File: src/rtl/instruction_fetch_if.sv
// Fetch-stage bundle: instruction-memory request/response, execute redirect,
// and the valid/ready handoff of fetched words to decode.
interface instruction_fetch_if #(
  parameter int unsigned XLEN = 64
);
  logic            imem_req;
  logic [XLEN-1:0] imem_addr;
  logic            imem_rvalid;
  logic [31:0]     imem_rdata;
  logic            redirect_valid;
  logic [XLEN-1:0] redirect_pc;
  logic            instr_valid;
  logic            instr_ready;
  logic [31:0]     instruction;
  logic [XLEN-1:0] instr_pc;

  modport master (
    output imem_req, imem_addr, instr_valid, instruction, instr_pc,
    input  imem_rvalid, imem_rdata, redirect_valid, redirect_pc, instr_ready
  );

  modport slave (
    input  imem_req, imem_addr, instr_valid, instruction, instr_pc,
    output imem_rvalid, imem_rdata, redirect_valid, redirect_pc, instr_ready
  );
endinterface

File: src/rtl/instruction_fetch.sv
// Fetch stage: owns the PC, keeps one instruction-memory request in flight and
// hands each returned word plus its PC to decode; redirects squash stale words.
module instruction_fetch #(
  parameter int unsigned     XLEN     = 64,
  parameter logic [XLEN-1:0] PC_RESET = '0
) (
  input logic                 clk,
  input logic                 reset,
  instruction_fetch_if.master bus
);

  typedef enum logic [1:0] {
    ISSUE = 2'd0,
    WAIT  = 2'd1,
    HOLD  = 2'd2
  } state_t;

  state_t          state, state_nxt;
  logic [XLEN-1:0] pc, pc_nxt;
  logic [XLEN-1:0] ipc_q, ipc_nxt;
  logic [31:0]     instr_q, instr_nxt;
  logic            kill, kill_nxt;
  logic [XLEN-1:0] redir_pc;

  assign redir_pc = {bus.redirect_pc[XLEN-1:2], 2'b00};

  always_ff @(posedge clk) begin
    if (reset) begin
      state   <= ISSUE;
      pc      <= PC_RESET;
      kill    <= 1'b0;
      instr_q <= '0;
      ipc_q   <= '0;
    end else begin
      state   <= state_nxt;
      pc      <= pc_nxt;
      kill    <= kill_nxt;
      instr_q <= instr_nxt;
      ipc_q   <= ipc_nxt;
    end
  end

  always_comb begin
    state_nxt = state;
    pc_nxt    = pc;
    kill_nxt  = kill;
    instr_nxt = instr_q;
    ipc_nxt   = ipc_q;
    unique case (state)
      ISSUE: begin
        state_nxt = WAIT;
        // The request leaving this cycle already targets the old PC.
        if (bus.redirect_valid) begin
          pc_nxt   = redir_pc;
          kill_nxt = 1'b1;
        end
      end
      WAIT: begin
        if (bus.imem_rvalid) begin
          if (kill || bus.redirect_valid) begin
            kill_nxt  = 1'b0;
            state_nxt = ISSUE;
            if (bus.redirect_valid) pc_nxt = redir_pc;
          end else begin
            instr_nxt = bus.imem_rdata;
            ipc_nxt   = pc;
            pc_nxt    = pc + XLEN'(4);
            state_nxt = HOLD;
          end
        end else if (bus.redirect_valid) begin
          pc_nxt   = redir_pc;
          kill_nxt = 1'b1;
        end
      end
      HOLD: begin
        if (bus.redirect_valid) begin
          pc_nxt    = redir_pc;
          state_nxt = ISSUE;
        end else if (bus.instr_ready) begin
          state_nxt = ISSUE;
        end
      end
      default: state_nxt = ISSUE;
    endcase
  end

  assign bus.imem_req    = (state == ISSUE) && !reset;
  assign bus.imem_addr   = pc;
  assign bus.instr_valid = (state == HOLD);
  assign bus.instruction = instr_q;
  assign bus.instr_pc    = ipc_q;

endmodule

File: src/flat_wrapper.sv
// flat-port wrapper written by rule: the top's interface ports become plain ports
module instruction_fetch_flat 
#(
  parameter int unsigned     XLEN     = 64,
  parameter logic [XLEN-1:0] PC_RESET = '0
)
  (clk, reset, bus_imem_req, bus_imem_addr, bus_instr_valid, bus_instruction, bus_instr_pc, bus_imem_rvalid, bus_imem_rdata, bus_redirect_valid, bus_redirect_pc, bus_instr_ready);
  instruction_fetch_if #(.XLEN(XLEN)) bus_i ();
  input logic clk;
  input logic reset;
  output wire logic [$bits(bus_i.imem_req)-1:0] bus_imem_req;
  output wire logic [$bits(bus_i.imem_addr)-1:0] bus_imem_addr;
  output wire logic [$bits(bus_i.instr_valid)-1:0] bus_instr_valid;
  output wire logic [$bits(bus_i.instruction)-1:0] bus_instruction;
  output wire logic [$bits(bus_i.instr_pc)-1:0] bus_instr_pc;
  input wire logic [$bits(bus_i.imem_rvalid)-1:0] bus_imem_rvalid;
  input wire logic [$bits(bus_i.imem_rdata)-1:0] bus_imem_rdata;
  input wire logic [$bits(bus_i.redirect_valid)-1:0] bus_redirect_valid;
  input wire logic [$bits(bus_i.redirect_pc)-1:0] bus_redirect_pc;
  input wire logic [$bits(bus_i.instr_ready)-1:0] bus_instr_ready;
  assign bus_imem_req = bus_i.imem_req;
  assign bus_imem_addr = bus_i.imem_addr;
  assign bus_instr_valid = bus_i.instr_valid;
  assign bus_instruction = bus_i.instruction;
  assign bus_instr_pc = bus_i.instr_pc;
  assign bus_i.imem_rvalid = bus_imem_rvalid;
  assign bus_i.imem_rdata = bus_imem_rdata;
  assign bus_i.redirect_valid = bus_redirect_valid;
  assign bus_i.redirect_pc = bus_redirect_pc;
  assign bus_i.instr_ready = bus_instr_ready;
  instruction_fetch #(.XLEN(XLEN), .PC_RESET(PC_RESET)) u_core (.clk(clk), .reset(reset), .bus(bus_i));
endmodule
File: config.mk
export PLATFORM = sky130hd
export DESIGN_NAME = instruction_fetch_flat
export DESIGN_NICKNAME = d
export VERILOG_FILES = /design/src/rtl/instruction_fetch_if.sv /design/src/rtl/instruction_fetch.sv /design/src/flat_wrapper.sv
export SDC_FILE = /design/constraint.sdc
export NUM_CORES = 1
export LEC_CHECK = 0
export CORE_MARGIN = 1
export CORE_UTILIZATION = 41
export DETAILED_ROUTE_END_ITERATION = 8
export MAX_ROUTING_LAYER = met4
export PLACE_DENSITY = 0.85
export SLEW_MARGIN = 10
export SYNTH_ARGS = -nofsm -noshare
export SYNTH_HDL_FRONTEND = slang
export SYNTH_SLANG_ARGS = --single-unit
export TNS_END_PERCENT = 30
File: constraint.sdc
create_clock -name clk -period 2.4 [get_ports clk]
set_clock_uncertainty 0.1 [all_clocks]
set_input_delay 0.6 -clock clk [delete_from_list [all_inputs] [get_ports clk]]
set_output_delay 0.6 -clock clk [all_outputs]
set_load 0.1 [all_outputs]
# After elaboration in Yosys (flattened, before gate mapping)
# Index checks and enable logic that the tools add are counted.
op_classes:
  n_eq_ne: 5
  muxes: 13
  n_mul: 0
  n_addsub: 1
  n_lt_le_gt_ge: 0
  div_mod_pow: 0
  n_shift: 0
  n_reduce_logical: 10
  bitwise: 1
ops:
  columns: ["cell", "count"]
  rows:
  - ["2-to-1 mux 64 bit", 3]
  - ["case mux 64 bit (2 select lines)", 1]
  - ["adder 64 x 3 -> 64 bit, second input constant", 1]
  - ["2-to-1 mux 2 bit", 4]
  - ["case mux 2 bit (3 select lines)", 1]
  - ["AND reduction 2 bit", 2]
  - ["nonzero test 2 bit", 2]
  - ["2-to-1 mux 1 bit", 3]
  - ["inequality test 3 x 1 -> 1 bit, second input constant", 1]
  - ["inequality test 3 x 2 -> 1 bit, second input constant", 1]
  - ["AND reduction 3 bit", 1]
  - ["equality test 2 x 1 -> 1 bit, second input constant", 1]
  - ["equality test 2 bit, second input constant", 1]
  - ["zero test 2 bit", 1]
  - ["inequality test 2 bit, second input constant", 1]
  - ["case mux 1 bit (2 select lines)", 1]
  - ["OR reduction 2 bit", 1]
  - ["logical AND 1 bit", 1]
  - ["zero test 1 bit", 1]
  - ["logical OR 1 bit", 1]
  - ["NOT 1 bit", 1]
word_totals:
  wordCells: 35
  mem_count: 0
  input_bits: 101
  latch_bits: 0
  ff_bits: 163
  ramBits: 0
  output_inout_bits: 162
  mem_bits_ro: 0

# Depth between registers and ports, before layout
# Gate-level depths: netlist (run 1).
logic_depth:
  depth_word: 4
  depth_mapped: 9
  mapped_depth_nobuf: 7

# Worst setup path after synthesis (run 1)
# No wires, ideal clock.
synth_timing:
  path_kind: "input to output"
  from: "input reset"
  to: "output bus_imem_req"
  t_required_ns: 1.700
  arrival_ns: 3.204
  n_path_buf: 3
  setup_slack_ns: -1.504
  cell_stages: 4
  cell_sequence: "clkbuf_1 > clkbuf_1 > clkbuf_1 > nor3_1"
synth_between:
  elab_chain_cells: 2
synth_rtl:
  columns: ["element", "line", "source"]
  rows:
  - ["start, declared", "flat_wrapper.sv:10", "input logic reset;"]
  - ["zero test 1 bit", "instruction_fetch.sv:87", "assign bus.imem_req = (state == ISSUE) && !reset;"]
  - ["logical AND 1 bit", "instruction_fetch.sv:87", null]
  - ["end, declared", "flat_wrapper.sv:11", "output wire logic [$bits(bus_i.imem_req)-1:0] bus_imem_req;"]
# Every way passes these cells.

# Worst setup path after layout (run 1)
layout_timing:
  from: "input bus_redirect_valid"
  to: "register u_core.pc[54] (netlist: u_core.bus.imem_addr[54])"
layout_between:
  elab_chain_cells: 4
  word_cells_on_any_way: 5
  cone_classes: "mux: 4; reduce/logical: 1"
layout_rtl:
  columns: ["element", "line", "source"]
  rows:
  - ["start, declared", "flat_wrapper.sv:18", "input wire logic [$bits(bus_i.redirect_valid)-1:0] bus_redirect_valid;"]
  - ["2-to-1 mux 64 bit / logical OR 1 bit (equally long branches)", null, null]
  - ["2-to-1 mux 64 bit", "instruction_fetch.sv:60", "if (kill || bus.redirect_valid) begin"]
  - ["2-to-1 mux 64 bit", "instruction_fetch.sv:59", "if (bus.imem_rvalid) begin"]
  - ["case mux 64 bit (2 select lines) (*)", "instruction_fetch.sv:49", "unique case (state)"]
  - ["end signal, assigned", "instruction_fetch.sv:36", "pc <= pc_nxt;"]
  - ["end, declared", "instruction_fetch.sv:19", "logic [XLEN-1:0] pc, pc_nxt;"]
# Every way passes the cells marked *; elsewhere a longest branch is shown, timed or not.
# A chain may end at the register's enable or synchronous reset.

==> results of run 1 <==
==> where the power goes <==
group | internal (mW) | leakage (nW) | switching (mW)
sequential | 2.82 | 1.36 | 0.181
combinational | 0.514 | 2.70 | 1.26
clock | 1.64 | 0.296 | 1.16
==> through the flow <==
| step | hold WS, ns | cell area (µm²) | util (%) |
|---|---|---|---|
| 3_3_place_gp | 0.3426 | 10810 | 59.76 |
| 2_1_floorplan | 0.5146 | 7869 | - |
| 5_1_grt | 0.3715 | 11450 | 63.31 |
| 3_5_place_dp | 0.3468 | 10810 | 59.76 |
| 6_report | 0.3542 | 11450 | 63.31 |
| 4_1_cts | 0.3555 | 11420 | 63.12 |
==> kinds of logic (layout without fill, tap and decap cells) <==
family,count (synthesis),in the layout,synth area share [%]
flip-flops,163,163,42.82
other,0,2,0
XOR/XNOR,4,4,0.4597
AO/OA/AOI/OAI,263,263,20.54
multiplexers,11,11,1.494
AND/OR/NAND/NOR,489,489,29.79
buffers and inverters,90,402,4.729
adder cells (fa/ha/maj),1,1,0.1642
==> layout make-up <==
cell class	count	area, µm²
diodes	2	5.005
clock buffers	21	514.2
clock inverters	11	93.84
fillers	1534	6636
inverters	14	52.55
multi-input cells	768	4081
flip-flops and latches	163	3435
well taps	229	286.5
repair buffers	356	2982
==> per-layer routing <==
layer | up-vias | share of wire [%]
li1 | 4241 | -
met1 | 4152 | 40
met2 | 513 | 47
met3 | 96 | 8.5
met4 | 0 | 4.2
met5 | - | 0
==> sequential cells by signal, summed over array words and instances, names as in the netlist <==
signal,flops
u_core.bus.instr_pc,64
u_core.bus.instruction,32
u_core.state,2
u_core.kill,1
u_core.bus.imem_addr,64
==> worst max-delay path, delay by kind of cell <==
kind | cells | cell delay [ns]
simple gates | 4 | 1.01
buf+inv | 2 | 0.74
compound gates | 2 | 0.23
==> how the worst max path moves through the flow <==
stage	start	endpoint	slack [ns]	cells past startpoint
final	bus_redirect_valid	u_core.bus.imem_addr[54]	0.06	8
after global routing	u_core.bus.imem_addr[20]	u_core.bus.imem_addr[56]	-0.01	7
after CTS	u_core.bus.imem_addr[3]	u_core.bus.imem_addr[62]	0.05	8
after detailed placement	bus_redirect_valid	u_core.bus.imem_addr[54]	-0.28	8
after global placement	bus_imem_rvalid	u_core.bus.imem_addr[33]	-0.21	9
after floorplan	reset	bus_imem_req	-0.24	4
==> synth_stat cells, types with 2 or more instances <==
cell type	number	area share [%]
sky130_fd_sc_hd__a211oi_1	10	0.99
sky130_fd_sc_hd__xnor2_1	4	0.46
sky130_fd_sc_hd__nand2_1	250	12
sky130_fd_sc_hd__a2111oi_0	3	0.34
sky130_fd_sc_hd__o21ai_0	41	2.7
sky130_fd_sc_hd__o21ai_1	2	0.13
sky130_fd_sc_hd__o41ai_1	2	0.23
sky130_fd_sc_hd__a211o_1	4	0.46
sky130_fd_sc_hd__nor4_1	19	1.6
sky130_fd_sc_hd__clkbuf_1	56	2.8
sky130_fd_sc_hd__nor2_1	64	3.2
sky130_fd_sc_hd__o221ai_1	13	1.5
sky130_fd_sc_hd__o22ai_1	5	0.41
sky130_fd_sc_hd__nand2b_1	3	0.25
sky130_fd_sc_hd__a21oi_1	142	9.3
sky130_fd_sc_hd__o211ai_1	2	0.20
sky130_fd_sc_hd__or3_1	8	0.66
sky130_fd_sc_hd__and4_1	5	0.57
sky130_fd_sc_hd__nand3_1	27	1.8
sky130_fd_sc_hd__and3_1	7	0.57
sky130_fd_sc_hd__mux2i_1	8	1.1
sky130_fd_sc_hd__and2_1	6	0.49
sky130_fd_sc_hd__nor3_2	2	0.26
sky130_fd_sc_hd__nand4_1	20	1.6
sky130_fd_sc_hd__o31a_1	2	0.23
sky130_fd_sc_hd__nor4_4	2	0.56
sky130_fd_sc_hd__a221oi_1	5	0.57
sky130_fd_sc_hd__o31ai_1	6	0.59
sky130_fd_sc_hd__nor2b_1	3	0.25
sky130_fd_sc_hd__a22oi_1	5	0.49
sky130_fd_sc_hd__or4_1	6	0.59
sky130_fd_sc_hd__a31oi_1	4	0.33
sky130_fd_sc_hd__buf_2	18	1.2
sky130_fd_sc_hd__or2_2	2	0.16
sky130_fd_sc_hd__mux2_2	3	0.44
sky130_fd_sc_hd__a311oi_1	6	0.69
sky130_fd_sc_hd__buf_1	2	0.099
sky130_fd_sc_hd__nor3_1	56	3.7
sky130_fd_sc_hd__inv_1	14	0.69
sky130_fd_sc_hd__dfxtp_1	163	43
==> timing repair <==
item | in CTS | in global routing
setup endpoints to repair | 0 | 5
gates resized for setup | 0 | 5
setup buffers | 0 | 1
==> cell usage in the layout, fill, tap and decap left out, types with 6 or more instances in the layout <==
cell type	synthesis	final
sky130_fd_sc_hd__nor2_1	64	62
sky130_fd_sc_hd__clkdlybuf4s50_1	0	97
sky130_fd_sc_hd__o21ai_0	41	41
sky130_fd_sc_hd__nand4_1	20	20
sky130_fd_sc_hd__nand3_1	27	26
sky130_fd_sc_hd__buf_4	0	253
sky130_fd_sc_hd__dfxtp_2	0	14
sky130_fd_sc_hd__and3_1	7	7
sky130_fd_sc_hd__a21oi_1	142	142
sky130_fd_sc_hd__nor4_1	19	17
sky130_fd_sc_hd__o31ai_1	6	6
sky130_fd_sc_hd__o221ai_1	13	13
sky130_fd_sc_hd__nor3_1	56	54
sky130_fd_sc_hd__inv_1	14	14
sky130_fd_sc_hd__nand2_1	250	248
sky130_fd_sc_hd__dfxtp_4	0	41
sky130_fd_sc_hd__dfxtp_1	163	108
sky130_fd_sc_hd__and2_1	6	6
sky130_fd_sc_hd__clkbuf_16	0	20
sky130_fd_sc_hd__a311oi_1	6	6
sky130_fd_sc_hd__mux2i_1	8	8
sky130_fd_sc_hd__a211oi_1	10	10
sky130_fd_sc_hd__or4_1	6	6
sky130_fd_sc_hd__or3_1	8	8
==> results.cfg, run 1 <==
[critical_path]
logic_depth_of_the_worst_register_to_register_path = 7
cp_data_required_time_ns = 2.66
regToRegEndpoint = u_core.bus.imem_addr[56]
critPathLaunchType = input pin
crit-reg2reg-launch = u_core.bus.imem_addr[20]
path_type_of_the_worst_setup_path = in2reg
end_kind = register
worstPathArrival_ns = 2.59
path_cells = clkdlybuf4s50_1 -> or2_2 -> nor2_2 -> nand2_4 -> buf_4 -> nor4_1 -> a21oi_1 -> o22ai_1
max_stage_delay_ns = 0.48
critical_path_peak_fanout = 29
timing.reg2reg.setup_slack_ns = 0.07
critPathSlowestCell = sky130_fd_sc_hd__clkdlybuf4s50_1

[timing]
setup_repair_after_global_routing_missed_its_margin = yes
worst_slew_margin_rel_pct = 59.45
slew_viol_final = 0
max_slew.worst_pin.slew_ns = 0.6082
setup_viol = 0
setup_ws_ns = 0.06324
finalSetupTns_ns = 0
clock.fmax_ghz = 0.4279
layout_worst_path_cycle_share_pct = 97.36
timing_hold_violations_final = 0
fin_crit_ns = 2.337

[status]
failing_checks = design-rule violations
outcome = finished with violations

[placed_design]
gpl.final_weighted_congestion = 0.9296
dp_slack_ns = -0.2849
dpl.cell_count = 1529
dp_hpwl_mm = 20.25
portBuffers = 260

[cells_and_area]
syn2layout_area_growth_pct = 50.26
fraction_of_layout_cells_with_a_size_suffix_above_1_pct = 27.91
fin_nets = 1422
fin_cells = 1564

[grt]
vias_in_the_first_global_route = 8573
globalRouteTotalUtil_pct = 30.17
top_usage_layer = met2
grt_first_pass_wirelength_mm = 44.83
overflow = 0
antenna_violations_before_repair = 2
groute.layer.met3.usage_pct = 5.369
globalRouteMet2Util_pct = 47.77
grt.met1_usage_pct = 36.52
grt_max_degree = 57

[synthesis]
syn_area_um2 = 7620
number_of_warning_messages_in_the_yosys_log = 0
avg_synthesized_cell_area_um2 = 7.463
synth.yosys.seq_area_share_pct = 42.82
synth_cell_type_count = 61
main_synth_ff_type = sky130_fd_sc_hd__dfxtp_1
async_reset_ff_share_pct = 0
ys_ff_latch = 163
postSynthNetCount = 1123
syn_inst = 1021
number_of_synthesized_flops_with_an_enable_pin = 0

[floorplanning]
chipWidth_um = 138.3
placeableCoreArea_um2 = 18090
ioPinCount = 263
die_h_um = 138.3
floorplan.initialDensity_pct = 42.13
design.die.area_um2 = 19130
floorplan_row_count = 49

[power]
pwr_density_cell_nw_per_um2 = 661.6
design_power_total_mw = 7.575
power.leakage_nw = 4.360
vdd.ir_drop.worst_uv = 533.0

[route]
totalWireLength_mm = 28.00
vias_per_cell = 5.756
post-route-drc-count = 30
drt_first_pass_iters = 7
drt-wirelength-per-cell_um = 17.90
detail-route-antenna-nets = 0
detailroute.via_count = 9002
initialDrtViolationCount = 823

[run]
timing.max_cap.violations = 0

[cts]
tritoncts.num_buffers = 17
clock_sinks = 163
clk_pin_slew_ns = 0.06
clockBufferDepth = 2
clock_latency_ns = 0.43
clock_tree.htree_level_count = 4
cts-hold-fix-buffers = 0
clock-root-buffer = sky130_fd_sc_hd__clkbuf_16
tritoncts_clock_tree = done

[min_path]
min_delay_worst_endpoint = u_core.bus.instruction[9]
holdCritPathClass = reg2reg
hold-path-cell-count = 2
timing.hold.worst.start = u_core.bus.instruction[9]
Note: power is estimated with default switching activity, not from simulation.
==> run 2, diff against run 1 <==
CTS_BUF_LIST = sky130_fd_sc_hd__clkbuf_2 sky130_fd_sc_hd__clkbuf_4 sky130_fd_sc_hd__clkbuf_8   (was unset)
==> run 2 against run 1 <==
Against the previous run: the run still ends with design-rule violations left; critical path type is now reg2reg; core utilization shrank 1.0 points; total power decreased by 7.7%; wire length decreased by 1.2%; highest routed layer unchanged; critical endpoint is now u_core.bus.imem_addr[51]; critical path depth shrank 2; hold slack got worse by 0.0035 ns; maximum frequency grew 0.80%; sequential power about the same; clock-buffer cell count down 3; global-route usage shrank 0.40 points.
==> results.cfg, run 2 (synthesized netlist as in run 1, its figures left out) <==
[status]
outcome = finished with violations
failing_checks = design-rule violations

[timing]
finalSetupTns_ns = 0
setup_viol = 0
worst_slew_margin_rel_pct = 60.44
layout_worst_path_cycle_share_pct = 96.60
slew_viol_final = 0
setup_repair_after_global_routing_missed_its_margin = yes
timing_hold_violations_final = 0
clock.fmax_ghz = 0.4314
fin_crit_ns = 2.318
max_slew.worst_pin.slew_ns = 0.5934

[cts]
clk_pin_slew_ns = 0.09
tritoncts.num_buffers = 17
clock_sinks = 163
clock-root-buffer = sky130_fd_sc_hd__clkbuf_8
clock_tree.htree_level_count = 4
clockBufferDepth = 2
clock_latency_ns = 0.47
tritoncts_clock_tree = done

[cells_and_area]
final_core_util_pct = 62.26
seqCellArea_um2 = 3435
fin_nets = 1422
fillCellCount = 1579
syn2layout_area_growth_pct = 47.78
multi_input_comb_area_um2 = 4075
fin_cells = 1563
mostFrequentLayoutCell = sky130_fd_sc_hd__buf_4
fraction_of_layout_cells_with_a_size_suffix_above_1_pct = 27.83
layout.cells.most_common_list = sky130_fd_sc_hd__buf_4 (254), sky130_fd_sc_hd__nand2_1 (248), sky130_fd_sc_hd__a21oi_1 (142), sky130_fd_sc_hd__dfxtp_1 (108), sky130_fd_sc_hd__clkdlybuf4s50_1 (97)
final_design_area_no_fill_um2 = 11260

[route]
detailroute.via_count = 8964
post-route-drc-count = 30
vias_per_cell = 5.735
totalWireLength_mm = 27.66
drt_first_pass_iters = 8
initialDrtViolationCount = 983
drt-wirelength-per-cell_um = 17.69
detail-route-antenna-nets = 0

[floorplanning]
placeableCoreArea_um2 = 18090
ioPinCount = 263
floorplan.initialDensity_pct = 42.13
floorplan_row_count = 49
design.die.area_um2 = 19130
chipWidth_um = 138.3
die_h_um = 138.3

[critical_path]
timing.reg2reg.setup_slack_ns = 0.08
worst_setup_path_startpoint = u_core.bus.imem_addr[20]
path_depth = 6
regToRegEndpoint = u_core.bus.imem_addr[51]
logic_depth_of_the_worst_register_to_register_path = 6
critPathBufInv = 0
critPathLaunchType = register
worstSetupEndpoint = u_core.bus.imem_addr[51]
critical_path_peak_fanout = 6
critPathSlowestCell = sky130_fd_sc_hd__or4_1
path_cells = nand3_1 -> nor3_4 -> nand4_2 -> or2_0 -> or4_1 -> a221oi_1
path_type_of_the_worst_setup_path = reg2reg
end_kind = register
crit-reg2reg-launch = u_core.bus.imem_addr[20]
path_delay_family = simple AND/OR/NAND/NOR gates
worstPathArrival_ns = 2.60
cp_data_required_time_ns = 2.68
max_stage_delay_ns = 0.45

[grt]
overflow = 0
grt_first_pass_wirelength_mm = 44.25
grt_max_degree = 57
vias_in_the_first_global_route = 8458
antenna_violations_before_repair = 1
globalRouteTotalUtil_pct = 29.77

[power]
power.leakage_nw = 4.277
vdd.ir_drop.worst_uv = 390.5
pwr_density_cell_nw_per_um2 = 620.8

[placed_design]
dpl.cell_count = 1529
dp_hpwl_mm = 20.25
portBuffers = 260
gpl.final_weighted_congestion = 0.9296
dpl_cell_area_um2 = 10810

[run]
timing.max_cap.violations = 0

[min_path]
holdCritPathClass = in2reg
[run 2: cell count changes in the layout (fill, tap and decap cells not counted), sizes merged]
cell / before / now
bufinv: 1 / 4
clkbuf: 21 / 18
diode: 2 / 1
[run 2: area by class of cell]
cell class | count | area share (%)
Timing Repair Buffer | 356 | 26.44
Inverter | 14 | 0.4667
Antenna cell | 1 | 0.02222
Clock inverter | 14 | 1.633
Clock buffer | 18 | 2.200
Multi-Input combinational cell | 768 | 36.19
Sequential cell | 163 | 30.50
Tap cell | 229 | 2.544
[run 2: layer usage]
metal  track usage [%]  wire [µm]  up-vias
li1                  -          -     4238
met1             36.29      11180     4152
met2             47.13      13080      492
met3             6.027       2360       82
met4             14.19       1037        0
met5                 -          0        -
[run 2: worst register-to-register path, cell delays in order (launching register included)]
cell and delay, ns:
sky130_fd_sc_hd__dfxtp_4 0.39, sky130_fd_sc_hd__nand3_1 0.25, sky130_fd_sc_hd__nor3_4 0.34, sky130_fd_sc_hd__nand4_2 0.15, sky130_fd_sc_hd__or2_0 0.30, sky130_fd_sc_hd__or4_1 0.45
sky130_fd_sc_hd__a221oi_1 0.25
[run 2: power breakdown]
part           internal [mW]  switching [mW]
Clock                   1.16            1.07
Sequential              2.82           0.180
Combinational          0.513            1.25
Total                   4.49            2.50
[run 2: how the worst min path moves through the flow]
stage | startpoint | to | cells past startpoint
6_report | reset | u_core.bus.imem_addr[49] | 2
3_5_place_dp | u_core.bus.instr_pc[30] | u_core.bus.instr_pc[30] | 2
4_1_cts | reset | u_core.bus.imem_addr[48] | 2
3_3_place_gp | u_core.bus.instruction[24] | u_core.bus.instruction[24] | 2
5_1_grt | reset | u_core.bus.imem_addr[48] | 2
2_1_floorplan | u_core.kill | u_core.kill | 3
[run 2: what timing repair did]
item                       4_1_cts  5_1_grt
setup endpoints to repair        0        2
hold buffers                     0        0
gates resized for setup          0        2
setup buffers                    0        1
[run 2: through the flow]
stage          hold WS (ns)  power, mW  worst slack (ns)
2_1_floorplan        0.5146      4.237           -0.2445
3_3_place_gp         0.3426      4.789           -0.2116
3_5_place_dp         0.3468      4.812           -0.2849
4_1_cts              0.3273      7.005           0.05908
5_1_grt              0.3415      7.238          -0.02828
6_report             0.3507      6.990           0.08171
==> run 3, diff against run 2 <==
CELL_PAD_IN_SITES_DETAIL_PLACEMENT = 1   (was unset)
CELL_PAD_IN_SITES_GLOBAL_PLACEMENT = 2   (was unset)
CORE_UTILIZATION = 23   (was 41)
PLACE_DENSITY = 0.88   (was 0.85)
==> run 3 against run 2 <==
Against the previous run: the run ends with negative setup slack left; sequential share of layout area fell by 1.3 points; non-clock buffer count rose by 24; setup slack got worse by 0.11 ns; via count fell by 1.0%; critical path depth did not move; hold slack improved by 0.0087 ns; register-to-register slack got worse by 0.11 ns; core utilization fell by 26 points.
==> results.cfg, run 3 (synthesized netlist as in run 1, its figures left out) <==
[floorplanning]
floorplan.initialDensity_pct = 23.42
die_h_um = 184.0
design.die.area_um2 = 33860
floorplan_row_count = 66
ioPinCount = 263
placeableCoreArea_um2 = 32540
chipWidth_um = 184.0

[status]
failing_checks = negative setup slack
outcome = finished with violations

[grt]
vias_in_the_first_global_route = 9107
grt_max_degree = 57
overflow = 0
grt_first_pass_wirelength_mm = 52.59
globalRouteTotalUtil_pct = 20.82
antenna_violations_before_repair = 2

[power]
design_power_total_mw = 7.048
pwr_density_cell_nw_per_um2 = 600.2
vdd.ir_drop.worst_uv = 366.3
power.leakage_nw = 4.394

[timing]
timing_hold_violations_final = 0
slew_viol_final = 0
fin_crit_ns = 2.429
setup_ws_ns = -0.02888
layout_worst_path_cycle_share_pct = 101.2
setup_viol = 1
setup_repair_after_global_routing_missed_its_margin = yes
clock.fmax_ghz = 0.4117
finalSetupTns_ns = -0.02888
max_slew.worst_pin.slew_ns = 0.4617
worst_slew_margin_rel_pct = 69.22

[placed_design]
portBuffers = 260
dpl_cell_area_um2 = 11300
gpl.final_weighted_congestion = 0.8350
dp_hpwl_mm = 25.89
dpl.cell_count = 1766
dp_slack_ns = -0.3198

[route]
drt-wirelength-per-cell_um = 18.99
vias_per_cell = 4.925
drt_first_pass_iters = 4
post-route-drc-count = 0
initialDrtViolationCount = 449
detailroute.via_count = 8870
detail-route-antenna-nets = 0
totalWireLength_mm = 34.20

[cells_and_area]
fraction_of_layout_cells_with_a_size_suffix_above_1_pct = 29.18
multi_input_comb_area_um2 = 4080
mostFrequentLayoutCell = sky130_fd_sc_hd__buf_4
layout.cells.most_common_list = sky130_fd_sc_hd__buf_4 (274), sky130_fd_sc_hd__nand2_1 (248), sky130_fd_sc_hd__a21oi_1 (142), sky130_fd_sc_hd__dfxtp_1 (108), sky130_fd_sc_hd__clkdlybuf4s50_1 (97)
final_design_area_no_fill_um2 = 11740
seqCellArea_um2 = 3435
fillCellCount = 3972
fin_cells = 1801
syn2layout_area_growth_pct = 54.10
fin_nets = 1446

[cts]
clockBufferDepth = 2
clock-root-buffer = sky130_fd_sc_hd__clkbuf_8
clock_latency_ns = 0.49
clock_sinks = 163
clock_tree.htree_level_count = 4
clk_pin_slew_ns = 0.10
tritoncts.num_buffers = 17
cts-hold-fix-buffers = 0
tritoncts_clock_tree = done

[min_path]
holdCritPathClass = reg2reg

[critical_path]
critPathLaunchType = register
end_kind = register
path_type_of_the_worst_setup_path = reg2reg
cp_data_required_time_ns = 2.69
worstPathArrival_ns = 2.72
critical_path_peak_fanout = 6

[run]
timing.max_cap.violations = 0
## run 3: metrics by stage
step / utilization (%) / hold slack (ns)
after global placement: 34.74 / 0.3419
final: 36.09 / 0.3593
after detailed placement: 34.74 / 0.3471
after global routing: 36.09 / 0.3738
after floorplan: - / 0.5146
after CTS: 36.02 / 0.3610
## run 3: worst paths after layout
kind / start / slack (ns) / depth (start not counted) / endpoint
max reg2reg: u_core.bus.imem_addr[16] / -0.03 / 6 / u_core.bus.imem_addr[51]
max: u_core.bus.imem_addr[16] / -0.03 / 6 / u_core.bus.imem_addr[51]
min: u_core.bus.instruction[29] / 0.36 / 2 / u_core.bus.instruction[29]
min reg2reg: u_core.bus.instruction[29] / 0.36 / 2 / u_core.bus.instruction[29]
## run 3: critical path, stage by stage, from the launching register on
cell	delay, ns
sky130_fd_sc_hd__dfxtp_4	0.41
sky130_fd_sc_hd__nand2_1	0.13
sky130_fd_sc_hd__nor4_4	0.47
sky130_fd_sc_hd__nand4_2	0.18
sky130_fd_sc_hd__or2_0	0.30
sky130_fd_sc_hd__or4_1	0.47
sky130_fd_sc_hd__a221oi_1	0.26
## run 3: cell type report
cell class,instances,share of cell area (%)
tap,442,4.710
multi-input combinational,768,34.75
clock inverter,13,1.364
timing repair buffer,380,27.32
sequential,163,29.25
inverter,14,0.4475
antenna,2,0.04262
clock buffer,19,2.120
## run 3: per-layer routing
metal	track usage, %	wire [µm]	part of all wire (%)
met5	-	0	0
met4	6.300	697	2.0
met3	4.021	1425	4.2
met2	34.91	16980	50
met1	25.12	15100	44
## run 3: where the power goes
group          internal (mW)  switching (mW)
Sequential              2.82           0.168
Combinational          0.546            1.31
Clock                   1.05            1.16
Total                   4.42            2.63
## run 3: repair_timing
item | CTS | global route
gates resized for setup | 1 | 2
setup endpoints to repair | 1 | 10
pin swaps | 0 | 1
gates cloned | 0 | 0
setup buffers | 0 | 1
